[src/rtl/calc_ctrl.sv]
// ---------------------------------------------------------------------------
// calc_ctrl -- calculator sequencing controller
//
// Consumes one-cycle key strobes from the matrix keyboard scanner, assembles
// two decimal operands, latches an operator and evaluates the expression.
// Add, subtract and multiply complete in a single calculation cycle; divide
// runs on a restoring divider that produces one quotient bit per cycle.
//
// Key map (key_pulse bit index):
//   0-9 digits, 10 '+', 11 '-', 12 '*', 13 '/', 14 '=', 15 'C'
//   A cycle with zero or with more than one bit set carries no key.
//
// Build option:
//   CALC_DIV_EN  defined   -> divider datapath present, '/' key accepted.
//                undefined -> no divider logic; key 13 behaves as no key.
//
// Ports:
//   clk        in   system clock
//   rst_n      in   asynchronous active-low reset
//   key_pulse  in   [15:0] one-hot single-cycle key strobe
//   disp_val   out  [RW-1:0] signed value to display
//   state_o    out  [2:0] current state (A=0 OP=1 B=2 CALC=3 RES=4 ERR=5)
//   busy       out  calculation in progress
//   res_valid  out  one-cycle pulse when a new result is loaded
//   err        out  divide-by-zero indication, held until 'C'
// ---------------------------------------------------------------------------
module calc_ctrl #(
    parameter int MAX_DIGITS = 4,
    parameter int OPW        = 14,
    parameter int RW         = 28
) (
    input  logic                 clk,
    input  logic                 rst_n,
    input  logic [15:0]          key_pulse,
    output logic signed [RW-1:0] disp_val,
    output logic [2:0]           state_o,
    output logic                 busy,
    output logic                 res_valid,
    output logic                 err
);

    localparam int MAX_VAL = 10**MAX_DIGITS - 1;
    localparam int CW      = $clog2(MAX_DIGITS + 1);

    typedef enum logic [2:0] {
        S_A    = 3'd0,
        S_OP   = 3'd1,
        S_B    = 3'd2,
        S_CALC = 3'd3,
        S_RES  = 3'd4,
        S_ERR  = 3'd5
    } state_t;

    typedef enum logic [1:0] {
        OP_ADD = 2'd0,
        OP_SUB = 2'd1,
        OP_MUL = 2'd2,
        OP_DIV = 2'd3
    } op_t;

    // ------------------------------------------------------------------
    // Registers
    // ------------------------------------------------------------------
    state_t                 state_q, state_d;
    op_t                    op_q, op_d;
    logic [OPW-1:0]         opa_q, opa_d;
    logic [OPW-1:0]         opb_q, opb_d;
    logic [CW-1:0]          cnt_q, cnt_d;
    logic signed [RW-1:0]   disp_q, disp_d;
    logic                   busy_q, busy_d;
    logic                   res_valid_q, res_valid_d;
    logic                   err_q, err_d;

`ifdef CALC_DIV_EN
    localparam int DCW = $clog2(OPW + 1);
    logic [OPW-1:0]         rem_q, rem_d;
    logic [OPW-1:0]         quo_q, quo_d;
    logic [DCW-1:0]         dcnt_q, dcnt_d;
`endif

    // ------------------------------------------------------------------
    // Key decode
    // ------------------------------------------------------------------
    logic [15:0] key_m;
    logic        key_ok;
    logic [3:0]  key_idx;
    logic        is_digit;
    logic        is_op;
    logic        is_eq;
    logic        is_clr;
    op_t         op_key;

    always_comb begin
        key_m = key_pulse;
`ifndef CALC_DIV_EN
        // Without the divider the '/' key simply does not exist.
        key_m[13] = 1'b0;
`endif
        // Exactly one bit set: nonzero and clearing the lowest set bit leaves zero.
        key_ok  = (key_m != 16'd0) && ((key_m & (key_m - 16'd1)) == 16'd0);
        key_idx = 4'd0;
        for (int i = 0; i < 16; i++) begin
            if (key_m[i]) begin
                key_idx = 4'(i);
            end
        end
        is_digit = key_ok && (key_idx <= 4'd9);
        is_op    = key_ok && (key_idx >= 4'd10) && (key_idx <= 4'd13);
        is_eq    = key_ok && (key_idx == 4'd14);
        is_clr   = key_ok && (key_idx == 4'd15);
        // Keys 10..13 map onto ADD, SUB, MUL, DIV in order.
        op_key   = op_t'(2'(key_idx - 4'd10));
    end

    // ------------------------------------------------------------------
    // Decimal digit accumulation for whichever operand is being entered
    // ------------------------------------------------------------------
    logic [OPW-1:0] ent_val;
    logic [OPW-1:0] ent_new_val;
    logic [CW-1:0]  ent_new_cnt;

    always_comb begin
        ent_val     = (state_q == S_B) ? opb_q : opa_q;
        ent_new_val = ent_val;
        ent_new_cnt = cnt_q;
        // Leading zeros neither change the value nor use up a digit slot.
        if ((cnt_q < CW'(MAX_DIGITS)) && !((key_idx == 4'd0) && (ent_val == '0))) begin
            ent_new_val = ent_val * OPW'(10) + OPW'(key_idx);
            ent_new_cnt = cnt_q + CW'(1);
        end
    end

    // ------------------------------------------------------------------
    // Single-cycle arithmetic (operands are unsigned, result signed)
    // ------------------------------------------------------------------
    logic signed [RW-1:0] a_ext;
    logic signed [RW-1:0] b_ext;
    logic signed [RW-1:0] alu_res;
    logic                 chain_ok;

    always_comb begin
        a_ext = RW'(opa_q);
        b_ext = RW'(opb_q);
        case (op_q)
            OP_ADD:  alu_res = a_ext + b_ext;
            OP_SUB:  alu_res = a_ext - b_ext;
            OP_MUL:  alu_res = a_ext * b_ext;
            default: alu_res = a_ext + b_ext;
        endcase
        // A result may seed the next operand only if it fits a legal operand.
        chain_ok = !disp_q[RW-1] && (disp_q <= RW'(MAX_VAL));
    end

    // ------------------------------------------------------------------
    // Restoring divider step
    // ------------------------------------------------------------------
    logic do_div;

`ifdef CALC_DIV_EN
    logic [OPW:0]   rem_sh;
    logic [OPW:0]   trial;
    logic [OPW-1:0] rem_step;
    logic [OPW-1:0] quo_step;

    always_comb begin
        do_div = (op_q == OP_DIV);
        // Shift the next dividend bit into the partial remainder, then try
        // to subtract the divisor; a non-negative difference yields a 1.
        rem_sh = {rem_q, quo_q[OPW-1]};
        trial  = rem_sh - {1'b0, opb_q};
        if (!trial[OPW]) begin
            rem_step = trial[OPW-1:0];
            quo_step = {quo_q[OPW-2:0], 1'b1};
        end else begin
            rem_step = rem_sh[OPW-1:0];
            quo_step = {quo_q[OPW-2:0], 1'b0};
        end
    end
`else
    assign do_div = 1'b0;
`endif

    // ------------------------------------------------------------------
    // Next-state logic
    // ------------------------------------------------------------------
    always_comb begin
        state_d     = state_q;
        op_d        = op_q;
        opa_d       = opa_q;
        opb_d       = opb_q;
        cnt_d       = cnt_q;
        disp_d      = disp_q;
        busy_d      = busy_q;
        res_valid_d = 1'b0;
        err_d       = err_q;
`ifdef CALC_DIV_EN
        rem_d       = rem_q;
        quo_d       = quo_q;
        dcnt_d      = dcnt_q;
`endif

        if (is_clr) begin
            // 'C' wins in every state, including mid-calculation and error.
            state_d = S_A;
            op_d    = OP_ADD;
            opa_d   = '0;
            opb_d   = '0;
            cnt_d   = '0;
            disp_d  = '0;
            busy_d  = 1'b0;
            err_d   = 1'b0;
`ifdef CALC_DIV_EN
            rem_d   = '0;
            quo_d   = '0;
            dcnt_d  = '0;
`endif
        end else begin
            case (state_q)
                S_A: begin
                    if (is_digit) begin
                        opa_d  = ent_new_val;
                        cnt_d  = ent_new_cnt;
                        disp_d = RW'(ent_new_val);
                    end else if (is_op) begin
                        op_d    = op_key;
                        state_d = S_OP;
                    end
                end

                S_OP: begin
                    if (is_op) begin
                        op_d = op_key;
                    end else if (is_digit) begin
                        opb_d   = OPW'(key_idx);
                        cnt_d   = CW'(key_idx != 4'd0);
                        disp_d  = RW'(key_idx);
                        state_d = S_B;
                    end
                end

                S_B: begin
                    if (is_digit) begin
                        opb_d  = ent_new_val;
                        cnt_d  = ent_new_cnt;
                        disp_d = RW'(ent_new_val);
                    end else if (is_eq) begin
                        state_d = S_CALC;
                        busy_d  = 1'b1;
`ifdef CALC_DIV_EN
                        dcnt_d  = '0;
`endif
                    end
                end

                S_CALC: begin
                    if (!do_div) begin
                        disp_d      = alu_res;
                        res_valid_d = 1'b1;
                        busy_d      = 1'b0;
                        state_d     = S_RES;
                    end else begin
`ifdef CALC_DIV_EN
                        // First cycle screens for zero and loads the dividend;
                        // the following OPW cycles each retire one quotient bit.
                        if (dcnt_q == '0) begin
                            if (opb_q == '0) begin
                                err_d   = 1'b1;
                                busy_d  = 1'b0;
                                state_d = S_ERR;
                            end else begin
                                rem_d  = '0;
                                quo_d  = opa_q;
                                dcnt_d = DCW'(1);
                            end
                        end else begin
                            rem_d = rem_step;
                            quo_d = quo_step;
                            if (dcnt_q == DCW'(OPW)) begin
                                disp_d      = RW'(quo_step);
                                res_valid_d = 1'b1;
                                busy_d      = 1'b0;
                                state_d     = S_RES;
                            end else begin
                                dcnt_d = dcnt_q + DCW'(1);
                            end
                        end
`endif
                    end
                end

                S_RES: begin
                    if (is_digit) begin
                        opa_d   = OPW'(key_idx);
                        cnt_d   = CW'(key_idx != 4'd0);
                        disp_d  = RW'(key_idx);
                        state_d = S_A;
                    end else if (is_op && chain_ok) begin
                        opa_d   = disp_q[OPW-1:0];
                        cnt_d   = '0;
                        op_d    = op_key;
                        state_d = S_OP;
                    end
                end

                S_ERR: begin
                    // Held until 'C'.
                end

                default: begin
                    state_d = S_A;
                end
            endcase
        end
    end

    // ------------------------------------------------------------------
    // State registers
    // ------------------------------------------------------------------
    always_ff @(posedge clk or negedge rst_n) begin
        if (!rst_n) begin
            state_q     <= S_A;
            op_q        <= OP_ADD;
            opa_q       <= '0;
            opb_q       <= '0;
            cnt_q       <= '0;
            disp_q      <= '0;
            busy_q      <= 1'b0;
            res_valid_q <= 1'b0;
            err_q       <= 1'b0;
`ifdef CALC_DIV_EN
            rem_q       <= '0;
            quo_q       <= '0;
            dcnt_q      <= '0;
`endif
        end else begin
            state_q     <= state_d;
            op_q        <= op_d;
            opa_q       <= opa_d;
            opb_q       <= opb_d;
            cnt_q       <= cnt_d;
            disp_q      <= disp_d;
            busy_q      <= busy_d;
            res_valid_q <= res_valid_d;
            err_q       <= err_d;
`ifdef CALC_DIV_EN
            rem_q       <= rem_d;
            quo_q       <= quo_d;
            dcnt_q      <= dcnt_d;
`endif
        end
    end

    assign disp_val  = disp_q;
    assign state_o   = state_q;
    assign busy      = busy_q;
    assign res_valid = res_valid_q;
    assign err       = err_q;

endmodule

[config.mk]
export PLATFORM = sky130hd
export DESIGN_NAME = calc_ctrl
export DESIGN_NICKNAME = d
export VERILOG_FILES = /design/src/rtl/calc_ctrl.sv
export SDC_FILE = /design/constraint.sdc
export NUM_CORES = 1
export LEC_CHECK = 0
export BUFFER_PORTS_ARGS = -buffer_cell sky130_fd_sc_hd__buf_2
export CELL_PAD_IN_SITES_DETAIL_PLACEMENT = 1
export CELL_PAD_IN_SITES_GLOBAL_PLACEMENT = 1
export CORE_ASPECT_RATIO = 1.25
export CORE_MARGIN = 2
export CORE_UTILIZATION = 53
export CTS_CLUSTER_DIAMETER = 150
export DETAILED_ROUTE_END_ITERATION = 10
export PLACE_DENSITY_LB_ADDON = 0.1
export SETUP_SLACK_MARGIN = 0.3
export SYNTH_ARGS = -nofsm -noshare
export SYNTH_HDL_FRONTEND = slang
export SYNTH_SLANG_ARGS = --single-unit
[constraint.sdc]
create_clock -name clk -period 19.75 [get_ports clk]
set_clock_uncertainty 0.15 [all_clocks]
set_input_delay 3.95 -clock clk [delete_from_list [all_inputs] [get_ports clk]]
set_output_delay 3.95 -clock clk [all_outputs]
set_load 0.01 [all_outputs]
=== Word level (Yosys, flattened, before mapping) ===
Index checks and enable logic that the tools add are counted.

* $add $sub $neg: 6
* Magnitude comparators: 5
* Multiply operators: 2
* Muxes and demuxes: 61
* Bitwise operators: 1
* Reduce and logical (&&, ||, !) cells: 32
* Equal/unequal tests: 23

{| class="wikitable"
|+ Operators by type and width
! kind !! number
|-
| 14-bit 2-to-1 mux || 9
|-
| 28-bit 2-to-1 mux || 4
|-
| 28-bit one-hot mux with 4 select lines || 1
|-
| 3-bit 2-to-1 mux || 20
|-
| 14-bit one-hot mux with 2 select lines || 2
|-
| 28-bit one-hot mux with 2 select lines || 1
|-
| 3-bit != test, second input constant || 10
|-
| 28-bit by 15-bit <= comparator with 1-bit output, second input constant || 1
|-
| 14-bit by 14-bit multiplier with 28-bit output || 1
|-
| 4-bit 2-to-1 mux || 7
|-
| 3-bit one-hot mux with 6 select lines || 1
|-
| 16-bit bitwise AND || 1
|-
| 16-bit zero test || 1
|-
| 16-bit by 1-bit subtractor with 16-bit output, second input constant || 1
|-
| 14-bit by 14-bit adder with 15-bit output || 1
|-
| 15-bit nonzero test || 1
|-
| 14-bit by 14-bit subtractor with 15-bit output || 1
|-
| 14-bit by 4-bit adder with 14-bit output || 1
|-
| 14-bit zero test || 1
|-
| 14-bit by 3-bit multiplier with 13-bit output, second input constant || 1
|-
| 2-bit 2-to-1 mux || 7
|-
| 4-bit nonzero test || 3
|-
| 1-bit logical AND || 10
|-
| 3-bit one-hot mux with 3 select lines || 1
|-
| other kinds (27) || 43
|}

* Output and inout port bits: 34
* Word-level logic and storage cells: 138
* Flip-flop bits (word level): 66
* Input port bits: 18

=== Longest topological paths before layout ===
* Depth after elaboration: 22
* Mapped depth: 25
* Gate-level depth less buffers: 24

=== Worst setup path before layout ===
OpenSTA, ideal clock, no wires.

* Path kind: input-to-reg
* From: input key_pulse[8]
* To: register disp_q[13] (netlist: disp_val[13])
* Library setup time: 0.116 ns
* Data required time: 19.484 ns
* Path slack: 12.487 ns
* Cell stages on the path: 18
* Arrival: 6.997 ns
* Path buffers: 1
* Cells stage by stage: clkbuf_1 -> or2_2 -> a21oi_1 -> a21oi_1 -> inv_1 -> ha_1 -> inv_1 -> fa_1 -> nor2b_1 -> o21ai_0 -> nor3b_1 -> nand3b_1 -> nor2_1 -> nand4_1 -> xnor2_1 -> xnor2_1 -> o21ai_0 -> o311ai_0

* Longest elaborated chain between the ends: 15
* Elaborated cells on any way between the ends: 35
* Classes of those cells: 2 x add/sub; 3 x order compare; 3 x eq/ne; 13 x mux; 1 x bitwise; 13 x reduce/logical

{| class="wikitable"
|+ RTL lines
! item !! RTL line !! source
|-
| start, declared || 34 || <nowiki>input logic [15:0] key_pulse,</nowiki>
|-
| branches (longest 15 deep; another with 14-bit by 4-bit adder with 14-bit output) || n/a ||
|-
| end signal, assigned || 341 || <nowiki>disp_q <= disp_d;</nowiki>
|-
| end, declared || 69 || <nowiki>logic signed [RW-1:0] disp_q, disp_d;</nowiki>
|}

Several ways; the timed one is not identified. The select of a mux whose other input is x is not followed.
A chain may end at the register's enable or synchronous reset.

=== Final worst setup path ===
* From: input key_pulse[4]
* To: register disp_q[13] (netlist: disp_val[13])

* Longest elaborated chain between the ends: 19
* Elaborated cells on any way between the ends: 39
* Classes of those cells: 2 x add/sub; 3 x order compare; 3 x eq/ne; 17 x mux; 1 x bitwise; 13 x reduce/logical

{| class="wikitable"
|+ RTL lines
! item
|-
| branches (longest 19 deep; another with 14-bit by 4-bit adder with 14-bit output)
|}

Several ways; the timed one is not identified. The select of a mux whose other input is x is not followed.

==> summary.md <==
Yosys printed 0 warnings. The clock latency at the later pin of the worst-skew pair was 350 ps; the count of port buffers added during placement was 49. The tools report the worst flop-to-flop path endpoint as disp_val[24]. The tools report the area of all sequential standard cells as 0.00165 sq mm.

For the worst setup path, the data arrival time is 7820 ps. For this run, asynchronously set or reset flops after synthesis account for 100%. The number of buffers created by CTS is 9, and the clock-pin slew on the worst setup and hold paths is 60 ps. Share of post-route cells with drive strength above 1: 7.30%.

Detail-routed net length per standard cell: 23.2 um. Post-synthesis instance area: 0.0125 sq mm. The worst setup path is captured at a register.

The relative slew slack came out at 35.5%. TritonCTS built the clock tree. In the routed design, unresolved DRC markers number 0. After routing the design area is 0.0134 sq mm. OpenSTA, run right after detailed placement, puts the worst setup slack at 11830 ps. Fill cells in the final layout number 2825. The placed instances occupy a cell area of 0.0130 sq mm.

The logs give 800 for the violation count after the first detailed-route iteration and 32.5 mm for the final HPWL from detailed placement. The die is 142 um wide. The via count was 11.3k; the synthesized instance count was 1520. The wire length of the first global-routing pass came out at 67.1 mm.

The run gives 0.0580 mV as the maximum resistive drop on vdd. For the pin with the worst max-slew slack, the measured transition is 967 ps. The worst register-to-register path has a setup slack of 12220 ps. The class of the worst hold path was reg2reg. The netlist uses 76 different library cells. The final cell count without fillers came out at 1823.

For this run, the total global-route usage over all layers was measured as 34.8%. In this run, the combinational gates consume 60.7% of the power. Max-cap violations in this run came to 0. The total count of max-transition violations in the final report is 0, and the fraction of power consumed by sequential logic is 20.5%. After clock tree synthesis, the setup repair step added 0 buffers. The leakage power is 6.79 nW, and the maximum number of pins on one net before global-route repair is 67. The count of nets left with antenna violations after detail routing came out at 0.

The number of sinks handled by clock tree synthesis is 66. The prevailing post-synth register cell is dfrtp_1. The final critical path takes up 39.2% of the cycle. The number of global-route vias before repair is 12.4k.

The core region is 0.0231 sq mm. The analysis attributes to net switching a power of 561 uW. The tools report the top-level port count as 52. Sequential cells were found to cover 13.2% of the synthesized design area.

Total power for the finished layout comes to 1.10 mW. The worst setup path is launched from a primary input. For the global route total overflow, the log shows 0. The average instance in the mapped netlist occupies 8.25 sq um. In the final design database the tool counted 1838 nets. Setup repair after global routing left no endpoint under its margin. The congestion estimate from routability-driven global placement came to 0.925.

The total routed wirelength is 42.2 mm, and the y dimension of the die is 176 um. The initial utilization of the core area, before any placement, comes to 54.2%. In this run switching power makes up 50.9% of total power. The critical path starts at key_pulse[4].

Count of final hold-check violations: 0. Summed over all failing endpoints, the final setup total negative slack is 0 ps. The largest single stage delay on the critical path is 450 ps. The initial antenna violation count came out at 0. Counting I/O delays and the setup requirement, the final critical path takes 7740 ps.

Static timing analysis puts the maximum clock frequency at 129 MHz. After layout, the worst setup slack is 12010 ps. The synthesized design contains 66 register bits. The number of nets handed over by synthesis was 1828. The layout-stage area growth over the synthesis result is 6.74%, and the die outline area is 0.0249 sq mm. The most critical setup path has its endpoint at disp_val[13]. Setup violations remaining at the end of the flow were counted as 0.

The vias per cell is 6.22, and the number of buffers on the longest clock path is 2. Number of levels in the clock H-tree: 3. The total power divided by cell area was 82.4 mW/mm^2.

Clock tree synthesis selected as its root buffer the cell clkbuf_16. The placed cell count was 1807. The classification of the worst setup path was in2reg. The slowest cell on the critical path was fa_1. The number of placement rows was 62. The critical path goes through buf_2 > o311ai_0 > a21oi_1 > inv_1 > ha_1 > inv_1 > fa_1 > nor2b_1 > o21ai_0 > nor3b_1 > nand3b_1 > nor2_1 > nand4_1 > xnor2_1 > xnor2_1 > o21ai_0 > o311ai_0. In this run, post-CTS repair resized a total of 0 instances. Summing all multi-input logic gate instances after layout gives 0.00972 sq mm. The number of hold buffers added after CTS was 0. The number of enable-type register cells in the synthesized netlist was 0; the internal power summed over all cells was 541 uW. At the worst endpoint, the required time is 19830 ps. The worst register-to-register path begins at opb_q[4].

The first detailed-routing pass ran for 6 iterations. Of all nets on the critical path, the largest fanout is 7. For the number of inserted diodes, the log shows 0.

Per report_power, the clock group accounts for 18.8% of the total. The flow ran to the end, and the final reports show no timing, DRC or antenna violations. The number of cell instances on the worst register-to-register path works out to 24.
worst min path at each step:
stage,from,to,slack [ps],cells after the start
floorplan,cnt_q[1],cnt_q[1],300,2
global placement,cnt_q[1],cnt_q[1],320,2
detailed placement,disp_val[0],disp_val[0],350,2
CTS,disp_val[0],disp_val[0],360,2
global route,disp_val[0],disp_val[0],390,2
finish,disp_val[0],disp_val[0],370,2
per-layer routing:
metal	vias up	wire, um	GRT usage, %
li1	5061	-	-
met1	5775	16900	43.5
met2	406	21100	60.7
met3	106	2460	4.18
met4	0	1810	15.2
met5	-	0	0
cells by family (layout without fill, tap and decap cells):
logic type	count (synthesis)	after routing	share of synthesized area (%)
AOI/OAI and AO/OA	307	307	16.2
xor gates and xnor gates	60	60	4.19
adders and majority gates	291	291	37.7
buffers and inverters	301	316	9.36
DFF	66	66	13.2
muxes	15	15	1.26
other	1	1	0.0299
and+or+nand+nor	479	479	18.0
layout by cell type (no fill, tap or decap), types with 49 or more instances in the layout:
cell type / synthesis / final
a21oi_1: 79 / 79
ha_1: 145 / 145
o21ai_0: 73 / 73
buf_2: 8 / 49
and2_1: 72 / 72
dfrtp_1: 66 / 66
fa_1: 145 / 145
nor2_1: 100 / 100
nand2_1: 192 / 192
inv_1: 229 / 229
layout make-up:
cell class | count | area share, %
Tap cell | 288 | 2.69
Sequential cell | 66 | 12.3
Timing Repair Buffer | 71 | 3.07
Clock buffer | 10 | 1.79
Clock inverter | 6 | 1.02
Inverter | 229 | 6.43
Multi-Input combinational cell | 1153 | 72.7
sequential cells by signal, indices dropped and copies added, names as in the netlist:
signal	cells
res_valid	1
op_q	2
state_o	3
disp_val	28
busy	1
cnt_q	3
opb_q	14
opa_q	14
power groups by stage:
stage / Clock, mW / Sequential [mW] / Combinational [mW]
global route: 0.212 / 0.228 / 0.721
finish: 0.207 / 0.226 / 0.669
CTS: 0.207 / 0.223 / 0.656
global placement: 0 / 0.224 / 0.620
floorplan: 0 / 0.200 / 0.446
detailed placement: 0 / 0.225 / 0.649
through the flow:
step	util [%]	hold slack, ps
global placement	56.2	323
finish	57.9	366
global route	57.9	389
detailed placement	56.2	345
floorplan	-	304
CTS	57.9	363
Yosys cell counts, types with 5 or more instances:
master,number,area (sq um)
inv_1,229,860
nand2_1,192,721
fa_1,145,2900
ha_1,145,1810
nor2_1,100,375
a21oi_1,79,395
o21ai_0,73,365
and2_1,72,450
dfrtp_1,66,1650
clkbuf_1,55,206
xnor2_1,40,350
nand3_1,23,115
xor2_1,20,175
nor3_1,18,90.1
nor4_1,15,93.8
nand2b_1,14,87.6
a21o_1,13,97.6
o31ai_1,13,97.6
a31oi_1,12,75.1
a221o_1,11,110
a22o_1,11,96.3
a211oi_1,10,75.1
a221oi_1,10,87.6
o211ai_1,10,75.1
mux2i_1,9,90.1
nor2b_1,9,56.3
buf_2,8,40.0
a22oi_1,7,52.6
o22ai_1,7,43.8
mux2_2,6,67.6
o21bai_1,6,45.0
or2_2,6,37.5
a222oi_1,5,50.1
or3_1,5,31.3
worst max-delay path: cells and delay by family:
family                   cells  cell delay (ps)
buffers and inverters        3              380
adder cells (fa/ha/maj)      2              650
AND/OR/NAND/NOR              5              980
XOR/XNOR                     2              440
AO/OA/AOI/OAI                5             1400
(Power assumes the default switching activity.)
